===== config.mk =====
export PLATFORM = sky130hd
export DESIGN_NAME = tpu_job_sequencer
export DESIGN_NICKNAME = d
export VERILOG_FILES = /design/src/rtl/tpu_job_sequencer.sv
export SDC_FILE = /design/constraint.sdc
export NUM_CORES = 1
export LEC_CHECK = 0
export BUFFER_PORTS_ARGS = -buffer_cell sky130_fd_sc_hd__buf_2
export CAP_MARGIN = 20
export CORE_AREA = 2 2 108 110
export CTS_CLUSTER_SIZE = 25
export DETAILED_ROUTE_END_ITERATION = 8
export DIE_AREA = 0 0 110 112
export HOLD_SLACK_MARGIN = 0.1
export PLACE_DENSITY = 0.75
export SLEW_MARGIN = 20
export SYNTH_ARGS = -nofsm -noshare
export SYNTH_HDL_FRONTEND = slang
export SYNTH_SLANG_ARGS = --single-unit

===== constraint.sdc =====
create_clock -name clk -period 3.05 [get_ports clk]
set_clock_uncertainty 0.1 [all_clocks]
set_input_delay 0.305 -clock clk [delete_from_list [all_inputs] [get_ports clk]]
set_output_delay 0.305 -clock clk [all_outputs]
set_load 0.005 [all_outputs]

===== src/rtl/tpu_job_sequencer.sv =====
// ---------------------------------------------------------------------------
// tpu_job_sequencer
//
// Upstream driver for the memory-mapped TPU core. Takes one matmul job as a
// stream of DATAW-bit words (A rows, B rows, then C0 words), replays the job as
// TPU bus writes, fires MatMul, waits MATMUL_WAIT cycles, reads C back and
// emits it as a DATAW-bit result stream. Only one job is in flight at a time.
//
// Ports
//   clk, rst_n      clock; asynchronous active-low reset
//   in_valid/ready  job word handshake, in_data carries the word
//   out_valid/ready result word handshake, out_data carries the word
//   busy            high while a job is being processed
//   job_done        one-cycle pulse when the last result word is consumed
//   tpu_r_w         TPU bus direction (1 = write, 0 = read)
//   tpu_addr        TPU byte address (8-byte aligned)
//   tpu_dataIn      TPU write data
//   tpu_dataOut     TPU read data, combinational from tpu_addr
//
// Build option
//   TPU_SEQ_CLEAR_C_EN  when defined, a job is A and B only; the C region is
//                       written with zeros so the TPU computes C = A*B.
//                       When undefined, C0 comes from the stream (C = A*B+C0).
// ---------------------------------------------------------------------------
module tpu_job_sequencer #(
  parameter int DIM         = 8,
  parameter int DATAW       = 64,
  parameter int ADDRW       = 16,
  parameter int BITS_C      = 16,
  parameter int MATMUL_WAIT = 26
) (
  input  logic             clk,
  input  logic             rst_n,
  input  logic             in_valid,
  output logic             in_ready,
  input  logic [DATAW-1:0] in_data,
  output logic             out_valid,
  input  logic             out_ready,
  output logic [DATAW-1:0] out_data,
  output logic             busy,
  output logic             job_done,
  output logic             tpu_r_w,
  output logic [ADDRW-1:0] tpu_addr,
  output logic [DATAW-1:0] tpu_dataIn,
  input  logic [DATAW-1:0] tpu_dataOut
);

  localparam int CW    = DIM * BITS_C / DATAW;
  localparam int NCW   = DIM * CW;
  localparam int CNTW  = $clog2(NCW) + 1;
  localparam int WAITW = $clog2(MATMUL_WAIT) + 1;

  localparam logic [ADDRW-1:0] A_BASE  = ADDRW'(16'h0100);
  localparam logic [ADDRW-1:0] B_BASE  = ADDRW'(16'h0200);
  localparam logic [ADDRW-1:0] C_BASE  = ADDRW'(16'h0300);
  localparam logic [ADDRW-1:0] MM_ADDR = ADDRW'(16'h0400);

  localparam logic [CNTW-1:0]  CNT_AB_LAST = CNTW'(DIM - 1);
  localparam logic [CNTW-1:0]  CNT_C_LAST  = CNTW'(NCW - 1);
  localparam logic [WAITW-1:0] WAIT_LAST   = WAITW'(MATMUL_WAIT - 1);

  typedef enum logic [2:0] {
    S_IDLE,
    S_LOAD_A,
    S_LOAD_B,
    S_LOAD_C,
    S_START,
    S_WAIT,
    S_READ,
    S_DRAIN
  } state_e;

  state_e             state_q, state_d;
  logic [CNTW-1:0]    cnt_q, cnt_d;
  logic [WAITW-1:0]   wait_q, wait_d;
  logic               out_valid_q, out_valid_d;
  logic [DATAW-1:0]   out_data_q, out_data_d;
  // Goes high on the first clock after reset release so that in_ready stays
  // low while rst_n is asserted even though IDLE normally accepts words.
  logic               live_q, live_d;

  logic               load_beat;
  logic               capture;
  logic [WAITW-1:0]   wait_inc;
  logic [ADDRW-1:0]   word_off;
  logic [ADDRW-1:0]   load_base;

  assign word_off = ADDRW'(cnt_q) << 3;
  assign wait_inc = wait_q + WAITW'(1);

  // -------------------------------------------------------------------------
  // State register
  // -------------------------------------------------------------------------
  always_ff @(posedge clk or negedge rst_n) begin
    if (!rst_n) begin
      state_q     <= S_IDLE;
      cnt_q       <= '0;
      wait_q      <= '0;
      out_valid_q <= 1'b0;
      out_data_q  <= '0;
      live_q      <= 1'b0;
    end else begin
      state_q     <= state_d;
      cnt_q       <= cnt_d;
      wait_q      <= wait_d;
      out_valid_q <= out_valid_d;
      out_data_q  <= out_data_d;
      live_q      <= live_d;
    end
  end

  // -------------------------------------------------------------------------
  // Next-state logic
  // -------------------------------------------------------------------------
  always_comb begin
    state_d     = state_q;
    cnt_d       = cnt_q;
    wait_d      = wait_q;
    out_valid_d = out_valid_q;
    out_data_d  = out_data_q;
    live_d      = 1'b1;

    case (state_q)
      S_IDLE: begin
        // The accepted word is A row 0, written this same cycle.
        if (load_beat) begin
          state_d = S_LOAD_A;
          cnt_d   = CNTW'(1);
        end
      end

      S_LOAD_A: begin
        if (load_beat) begin
          if (cnt_q == CNT_AB_LAST) begin
            state_d = S_LOAD_B;
            cnt_d   = '0;
          end else begin
            cnt_d = cnt_q + CNTW'(1);
          end
        end
      end

      S_LOAD_B: begin
        if (load_beat) begin
          if (cnt_q == CNT_AB_LAST) begin
            state_d = S_LOAD_C;
            cnt_d   = '0;
          end else begin
            cnt_d = cnt_q + CNTW'(1);
          end
        end
      end

      S_LOAD_C: begin
        if (load_beat) begin
          if (cnt_q == CNT_C_LAST) begin
            state_d = S_START;
            cnt_d   = '0;
          end else begin
            cnt_d = cnt_q + CNTW'(1);
          end
        end
      end

      S_START: begin
        state_d = S_WAIT;
        wait_d  = '0;
      end

      S_WAIT: begin
        // Leaving when the incremented count hits MATMUL_WAIT-1 puts the first
        // read exactly MATMUL_WAIT cycles after the MatMul write.
        wait_d = wait_inc;
        if (wait_inc == WAIT_LAST) begin
          state_d = S_READ;
          cnt_d   = '0;
        end
      end

      S_READ: begin
        // A capture may coincide with consumption of the previous word, so
        // out_valid simply stays high and the data register is overwritten.
        if (capture) begin
          out_data_d  = tpu_dataOut;
          out_valid_d = 1'b1;
          if (cnt_q == CNT_C_LAST) begin
            state_d = S_DRAIN;
            cnt_d   = '0;
          end else begin
            cnt_d = cnt_q + CNTW'(1);
          end
        end
      end

      S_DRAIN: begin
        if (out_valid_q && out_ready) begin
          out_valid_d = 1'b0;
          state_d     = S_IDLE;
        end
      end

      default: begin
        state_d = S_IDLE;
      end
    endcase
  end

  // -------------------------------------------------------------------------
  // Output logic
  // -------------------------------------------------------------------------
  always_comb begin
    in_ready   = 1'b0;
    load_beat  = 1'b0;
    load_base  = A_BASE;
    tpu_r_w    = 1'b0;
    tpu_addr   = '0;
    tpu_dataIn = '0;

    case (state_q)
      S_IDLE, S_LOAD_A: begin
        in_ready  = live_q;
        load_beat = live_q && in_valid;
        load_base = A_BASE;
      end

      S_LOAD_B: begin
        in_ready  = 1'b1;
        load_beat = in_valid;
        load_base = B_BASE;
      end

      S_LOAD_C: begin
        load_base = C_BASE;
`ifdef TPU_SEQ_CLEAR_C_EN
        load_beat = 1'b1;
`else
        in_ready  = 1'b1;
        load_beat = in_valid;
`endif
      end

      S_START: begin
        tpu_r_w  = 1'b1;
        tpu_addr = MM_ADDR;
      end

      S_READ: begin
        tpu_addr = C_BASE + word_off;
      end

      default: begin
      end
    endcase

    if (load_beat) begin
      tpu_r_w  = 1'b1;
      tpu_addr = load_base + word_off;
`ifdef TPU_SEQ_CLEAR_C_EN
      tpu_dataIn = (state_q == S_LOAD_C) ? '0 : in_data;
`else
      tpu_dataIn = in_data;
`endif
    end
  end

  assign capture   = (state_q == S_READ) && (!out_valid_q || out_ready);
  assign job_done  = (state_q == S_DRAIN) && out_valid_q && out_ready;
  assign busy      = (state_q != S_IDLE);
  assign out_valid = out_valid_q;
  assign out_data  = out_data_q;

endmodule

==> results.tsv, run 1 <==
metric	value	unit
die_y	112	um
powerDensity	934	nW/um^2
r2r_setup_slack	0.47	ns
synth_area_per_cell	11.0	um^2
hp-start	tpu_dataOut[59]	
dp_hpwl	11.6	mm
slowest_stage	or4b_4	
async_reset_ff_frac	1.00	
critPathMaxStageDelay	0.52	ns
clk_latency	0.32	ns
setup.worst_path.start_class	flop	
synth_edf_count	0	
slew_headroom	0.592	
cts_root_buffer	clkbuf_16	
syn2layout_area_growth	44.5	%
seq_area_frac_synth	0.493	
antenna_found_initial	1	
dieArea	12300	um^2
hold_class	in2reg	
io_buffers	272	
path_buf_inv	0	
setup_viol	0	
crit_path_end_kind	flop	
fillers	1013	
dr.pass1.iters	5	
yosysTopAreaCell	dfrtp_1	
cp_top_family	simple AND/OR/NAND/NOR gates	
grt_pass1_vias	3910	
antennaDiodeCount	0	
period_share	0.845	
post_cts_buffers	0	
cts_sinks	80	
tns	0	ns
ys_warn_count	0	
num_rows	39	
die_w	110	um
grt_pass1_wl	20.9	mm
status	complete, no violations	
viasPerCell	5.00	
crit_required	3.16	ns
htreeDepth	3	
path_clk_slew	0.06	ns
worst_slack	0.471	ns
finalHoldViolations	0	
ir_worst_vdd	528	uV
gr-total-overflow	0	
grt_usage	0.227	
worstSetupStartpoint	wait_q[0]	
via_count	3884	
r2r_start	wait_q[0]	
ff_latch_area	2000	um^2
worstMarginPinSlew	0.610	ns
path_cells	ha_1 -> nor3b_1 -> a31oi_1 -> or4b_4 -> a311oi_4 -> mux2_2	
crit_arrival	2.69	ns
critical_path.max_fanout	5	
cts_tree	built	
gp_congestion	0.927	
pin_count	281	
coreArea	11200	um^2
synth_cell_type_count	43	
dominantRegCellSynth	dfrtp_1	
max_freq	0.388	GHz
hold_buffers	3	
drcViolationCount	0	
wirelength	14.3	mm
rsz0062_at_grt	false	
drive_above_1_share	0.579	
routedWlPerCell	18.4	um
drtIter0Drc	326	
finalCriticalPeriod	2.58	ns
multi_input_area	1880	um^2
ys_seq_elements	80	
crit_type	reg2reg	
clockBufferDepth	2	
drv_cap	0	
p_leak	3.24	nW
finalMaxSlewViolations	0	
start_util	0.363	
detail-route-antenna-nets	0	
yosysTopAreaCellShare	0.493	
synth_area_leaders	dfrtp_1, mux2_2, and3_1, clkbuf_1, o21ai_0	
synthCells	368	
grt_max_degree	81	
cts_resized	0	
syn-cell-area	4060	um^2
fin_nets	767	
cts_buffers	9	
place_ws	0.499	ns
cells in the mapped netlist, types with 3 or more instances:
cell	count
nor3_1	6
a21oi_1	8
nor2_1	15
and3_1	65
dfrtp_1	80
xor2_1	3
nand2_1	16
buf_4	8
inv_1	10
buf_2	7
nand3_1	5
ha_1	5
clkbuf_1	21
mux2_2	67
o21ai_0	14
mux2i_1	3
path summary, 6_finish.rpt:
| path | cells after the start | end |
|---|---|---|
| hold reg to reg | 1 | out_data[0] |
| hold / removal | 2 | out_data[59] |
| setup reg to reg | 6 | cnt_q[0] |
| setup / recovery | 6 | cnt_q[0] |
| min in group asynchronous | 2 | out_data[21] |
| max in group asynchronous | 3 | out_data[11] |
flip-flops by register name (all words and copies together), names as in the netlist:
name       count
out_data      64
state_q        3
live_q         1
cnt_q          5
wait_q         6
out_valid      1
power breakdown:
group	switching, W	leakage, nW	total, W	internal, W
sequential	0.000380	0.946	0.00196	0.00158
clock	0.000411	0.138	0.00107	0.000655
combinational	0.00114	2.16	0.00245	0.00130
layout by cell type, fill, tap and decap left out, drive strengths merged, types with 3 or more instances in the layout:
| cell | count |
|---|---|
| nor3 | 6 |
| and3 | 65 |
| inv | 11 |
| ha | 5 |
| mux2i | 3 |
| nor2 | 15 |
| nand2 | 16 |
| xor2 | 3 |
| conb | 9 |
| a21oi | 8 |
| clkbuf | 11 |
| mux2 | 67 |
| nand3 | 6 |
| o21ai | 14 |
| buf | 277 |
| dlygate4sd3 | 3 |
| dfrtp | 80 |
layer usage:
metal / routed length [um] / global-route usage / up-vias
met5: 12 / 0 / -
met4: 235 / 0.0633 / 2
met3: 1240 / 0.0656 / 16
met2: 8000 / 0.455 / 211
met1: 4840 / 0.214 / 1851
li1: - / - / 1804
per-stage QoR:
step / hold WS (ns) / util / power (W) / area [um^2] / cells
2_1_floorplan: -0.0906 / - / 0.00339 / 4090 / 375
3_3_place_gp: 0.383 / 0.493 / 0.00433 / 5510 / 758
3_5_place_dp: 0.390 / 0.493 / 0.00445 / 5510 / 758
4_1_cts: 0.100 / 0.522 / 0.00552 / 5840 / 776
5_1_grt: 0.100 / 0.525 / 0.00590 / 5870 / 777
6_report: 0.113 / 0.525 / 0.00548 / 5870 / 777
final cells by class:
class,instances,share of cell area
Tap cell,143,0.0305
Clock buffer,11,0.0414
Sequential cell,80,0.341
Multi-Input combinational cell,248,0.321
Clock inverter,4,0.00917
Inverter,11,0.00704
Timing Repair Buffer,280,0.250
kinds of logic (layout without fill, tap and decap cells):
family,Yosys count,after routing,synth area share
AO/OA/AOI/OAI,38,38,0.0623
AND/OR/NAND/NOR,120,120,0.168
adder cells (fa/ha/maj),6,6,0.0179
flip-flops,80,80,0.493
XOR/XNOR,5,5,0.0108
buffers and inverters,47,306,0.0530
multiplexers,70,70,0.193
other,2,9,0.00185
Power figures use the tool's default switching activity.
==> run 2: changes to the inputs <==
--- a/config.mk
+++ b/config.mk
@@ -5,14 +5,15 @@
 export SDC_FILE = /design/constraint.sdc
 export NUM_CORES = 1
 export LEC_CHECK = 0
+export ABC_AREA = 1
 export BUFFER_PORTS_ARGS = -buffer_cell sky130_fd_sc_hd__buf_2
 export CAP_MARGIN = 20
-export CORE_AREA = 2 2 108 110
+export CORE_AREA = 2 2 110 112
 export CTS_CLUSTER_SIZE = 25
 export DETAILED_ROUTE_END_ITERATION = 8
-export DIE_AREA = 0 0 110 112
+export DIE_AREA = 0 0 112 114
 export HOLD_SLACK_MARGIN = 0.1
-export PLACE_DENSITY = 0.75
+export PLACE_DENSITY = 0.76
 export SLEW_MARGIN = 20
 export SYNTH_ARGS = -nofsm -noshare
 export SYNTH_HDL_FRONTEND = slang
==> constraint.sdc (replaced) <==
create_clock -name clk -period 2.5 [get_ports clk]
set_clock_uncertainty 0.1 [all_clocks]
set_input_delay 0.25 -clock clk [delete_from_list [all_inputs] [get_ports clk]]
set_output_delay 0.25 -clock clk [all_outputs]
set_load 0.005 [all_outputs]
==> run 2 against run 1 <==
Flip-flop and latch count is the same. Cell count grew 21%. Hold slack gained 0.14 ns. Worst setup slack lost 0.14 ns. Count of clock-buffer cells in the layout is the same. Critical path type is now reg2out.
==> results.tsv, run 2 <==
metric	value	unit
yosysTopAreaCellShare	0.458	
largest_register_ffs	64	
synth_cell_type_count	30	
cts_sinks	80	
syn-cell-area	4370	um^2
htreeDepth	3	
via_count	4166	
grt_usage	0.217	
cts_tree	built	
yosysTopAreaCell	dfrtp_1	
synth_compound_area_frac	0.0218	
viasPerCell	4.43	
antenna_found_initial	0	
ys_seq_elements	80	
wirelength	14.2	mm
crit_path_end_kind	output pin	
dr.pass1.iters	4	
io_buffers	272	
setup_viol	0	
num_rows	40	
ys_warn_count	0	
critical_path.max_fanout	8	
grt_pass1_vias	4156	
syn2layout_area_growth	54.8	%
drcViolationCount	0	
setup.worst_path.start_class	flop	
crit_arrival	1.82	ns
wl_met2	7.57	mm
gr-total-overflow	0	
synth_top_family_by_area	multiplexers	
async_reset_ff_frac	1.00	
synth_common_cells	inv_1, nor2_1, dfrtp_1	
final_common_cell	buf_2	
p_leak	4.10	nW
drive_above_1_share	0.467	
cts_resized	0	
synthCells	455	
dieArea	12800	um^2
holdWs	0.249	ns
drv_cap	0	
crit_type	reg2out	
synth_area_per_cell	9.60	um^2
synth_edf_count	0	
status	complete, no violations	
final_cell_mix	buf_2, inv_1, nor2_1, dfrtp_1, dlygate4sd3_1	
drtIter0Drc	161	
antennaDiodeCount	0	
clk_latency	0.33	ns
routedWlPerCell	15.1	um
finalMaxSlewViolations	0	
dp_hpwl	10.2	mm
finalHoldViolations	0	
coreArea	11700	um^2
tns	0	ns
hold_class	in2reg	
gp_congestion	0.878	
grt_pass1_wl	21.6	mm
cts_buffers	9	
fin_nets	927	
synth_mux_area_frac	0.207	
stdcell_count	941	
dominantRegCellSynth	dfrtp_1	
crit_required	2.15	ns
rsz0062_at_grt	false	
finalCriticalPeriod	2.17	ns
yosysMostFrequentCell	inv_1	
synth_xor_xnor_area_share	0.00201	
pin_count	281	
seq_area_frac_synth	0.458	
cts_root_buffer	clkbuf_16	
wl_met3	1.14	mm
grt_max_degree	81	
ir_worst_vdd	550	uV
die_y	114	um
path_clk_slew	0.06	ns
routed.top_layer	met4	
detail-route-antenna-nets	0	
start_util	0.373	
dp.cells	861	
powerDensity	952	nW/um^2
max_freq	0.462	GHz
die_w	112	um
met1_length	5.34	mm
clockBufferDepth	2	
synth_fa_ha_area_frac	0.0143	
period_share	0.866	
synthSimpleGateAreaFrac	0.165	
synth_area_leaders	dfrtp_1, mux2_4, inv_1, nor2_1, nand2_1	
run 2: kinds of logic (layout without fill, tap and decap cells):
kind of cell | after synthesis | count (layout)
multiplexers | 64 | 64
XOR/XNOR | 1 | 1
buffers and inverters | 120 | 452
AO/OA/AOI/OAI | 16 | 16
AND/OR/NAND/NOR | 167 | 167
flip-flops | 80 | 80
adder cells (fa/ha/maj) | 5 | 5
other | 2 | 9
run 2: final timing paths:
kind | to | cells after the start | slack, ns | startpoint
setup / recovery | tpu_addr[8] | 7 | 0.33 | state_q[1]
hold / removal | out_valid | 4 | 0.25 | out_ready
setup reg to reg | state_q[2] | 11 | 0.71 | cnt_q[1]
hold reg to reg | out_data[16] | 1 | 0.40 | out_data[16]
max in group asynchronous | cnt_q[3] | 3 | 1.56 | rst_n
min in group asynchronous | out_data[45] | 3 | 0.41 | rst_n
run 2: cell type report:
cell class,instances,area [um^2]
well taps,147,184
multi-input cells,262,1830
repair buffers,341,2090
flip-flops and latches,80,2000
fillers,1009,4950
clock inverters,4,30.0
inverters,96,360
clock buffers,11,253
run 2: repair_timing:
action | in CTS | in global routing
endpoints found under the hold margin | 144 | 0
buffers inserted | 0 | 0
hold buffers | 65 | 0
endpoints found under the setup margin | 0 | 0
run 2: per-stage QoR:
step | utilization | power (W) | setup WS, ns | cell area, um^2
6_report | 0.577 | 0.00643 | 0.334 | 6760
5_1_grt | 0.577 | 0.00686 | 0.214 | 6760
3_3_place_gp | 0.497 | 0.00504 | 0.676 | 5820
3_5_place_dp | 0.497 | 0.00510 | 0.668 | 5820
2_1_floorplan | - | 0.00395 | 0.932 | 4390
4_1_cts | 0.577 | 0.00646 | 0.313 | 6760
run 2: report_power, final:
part | internal (W) | switching (W) | total [W] | leakage (nW)
Combinational | 0.00159 | 0.00131 | 0.00290 | 2.97
Sequential | 0.00188 | 0.000413 | 0.00229 | 0.992
Clock | 0.000723 | 0.000516 | 0.00124 | 0.138
run 2: worst max-delay path: stages, from the launching register on:
cell and delay, ns:
dfrtp_1 0.55, inv_1 0.12, nand2_1 0.10, nand3_2 0.12, nand2_1 0.09, inv_1 0.10
a31oi_1 0.25, buf_2 0.17
run 2: metal layers:
layer | global-route usage | vias to the layer above
met1 | 0.238 | 1925
met4 | 0.0480 | 0
li1 | - | 2033
met2 | 0.419 | 198
met5 | 0 | -
met3 | 0.0595 | 10
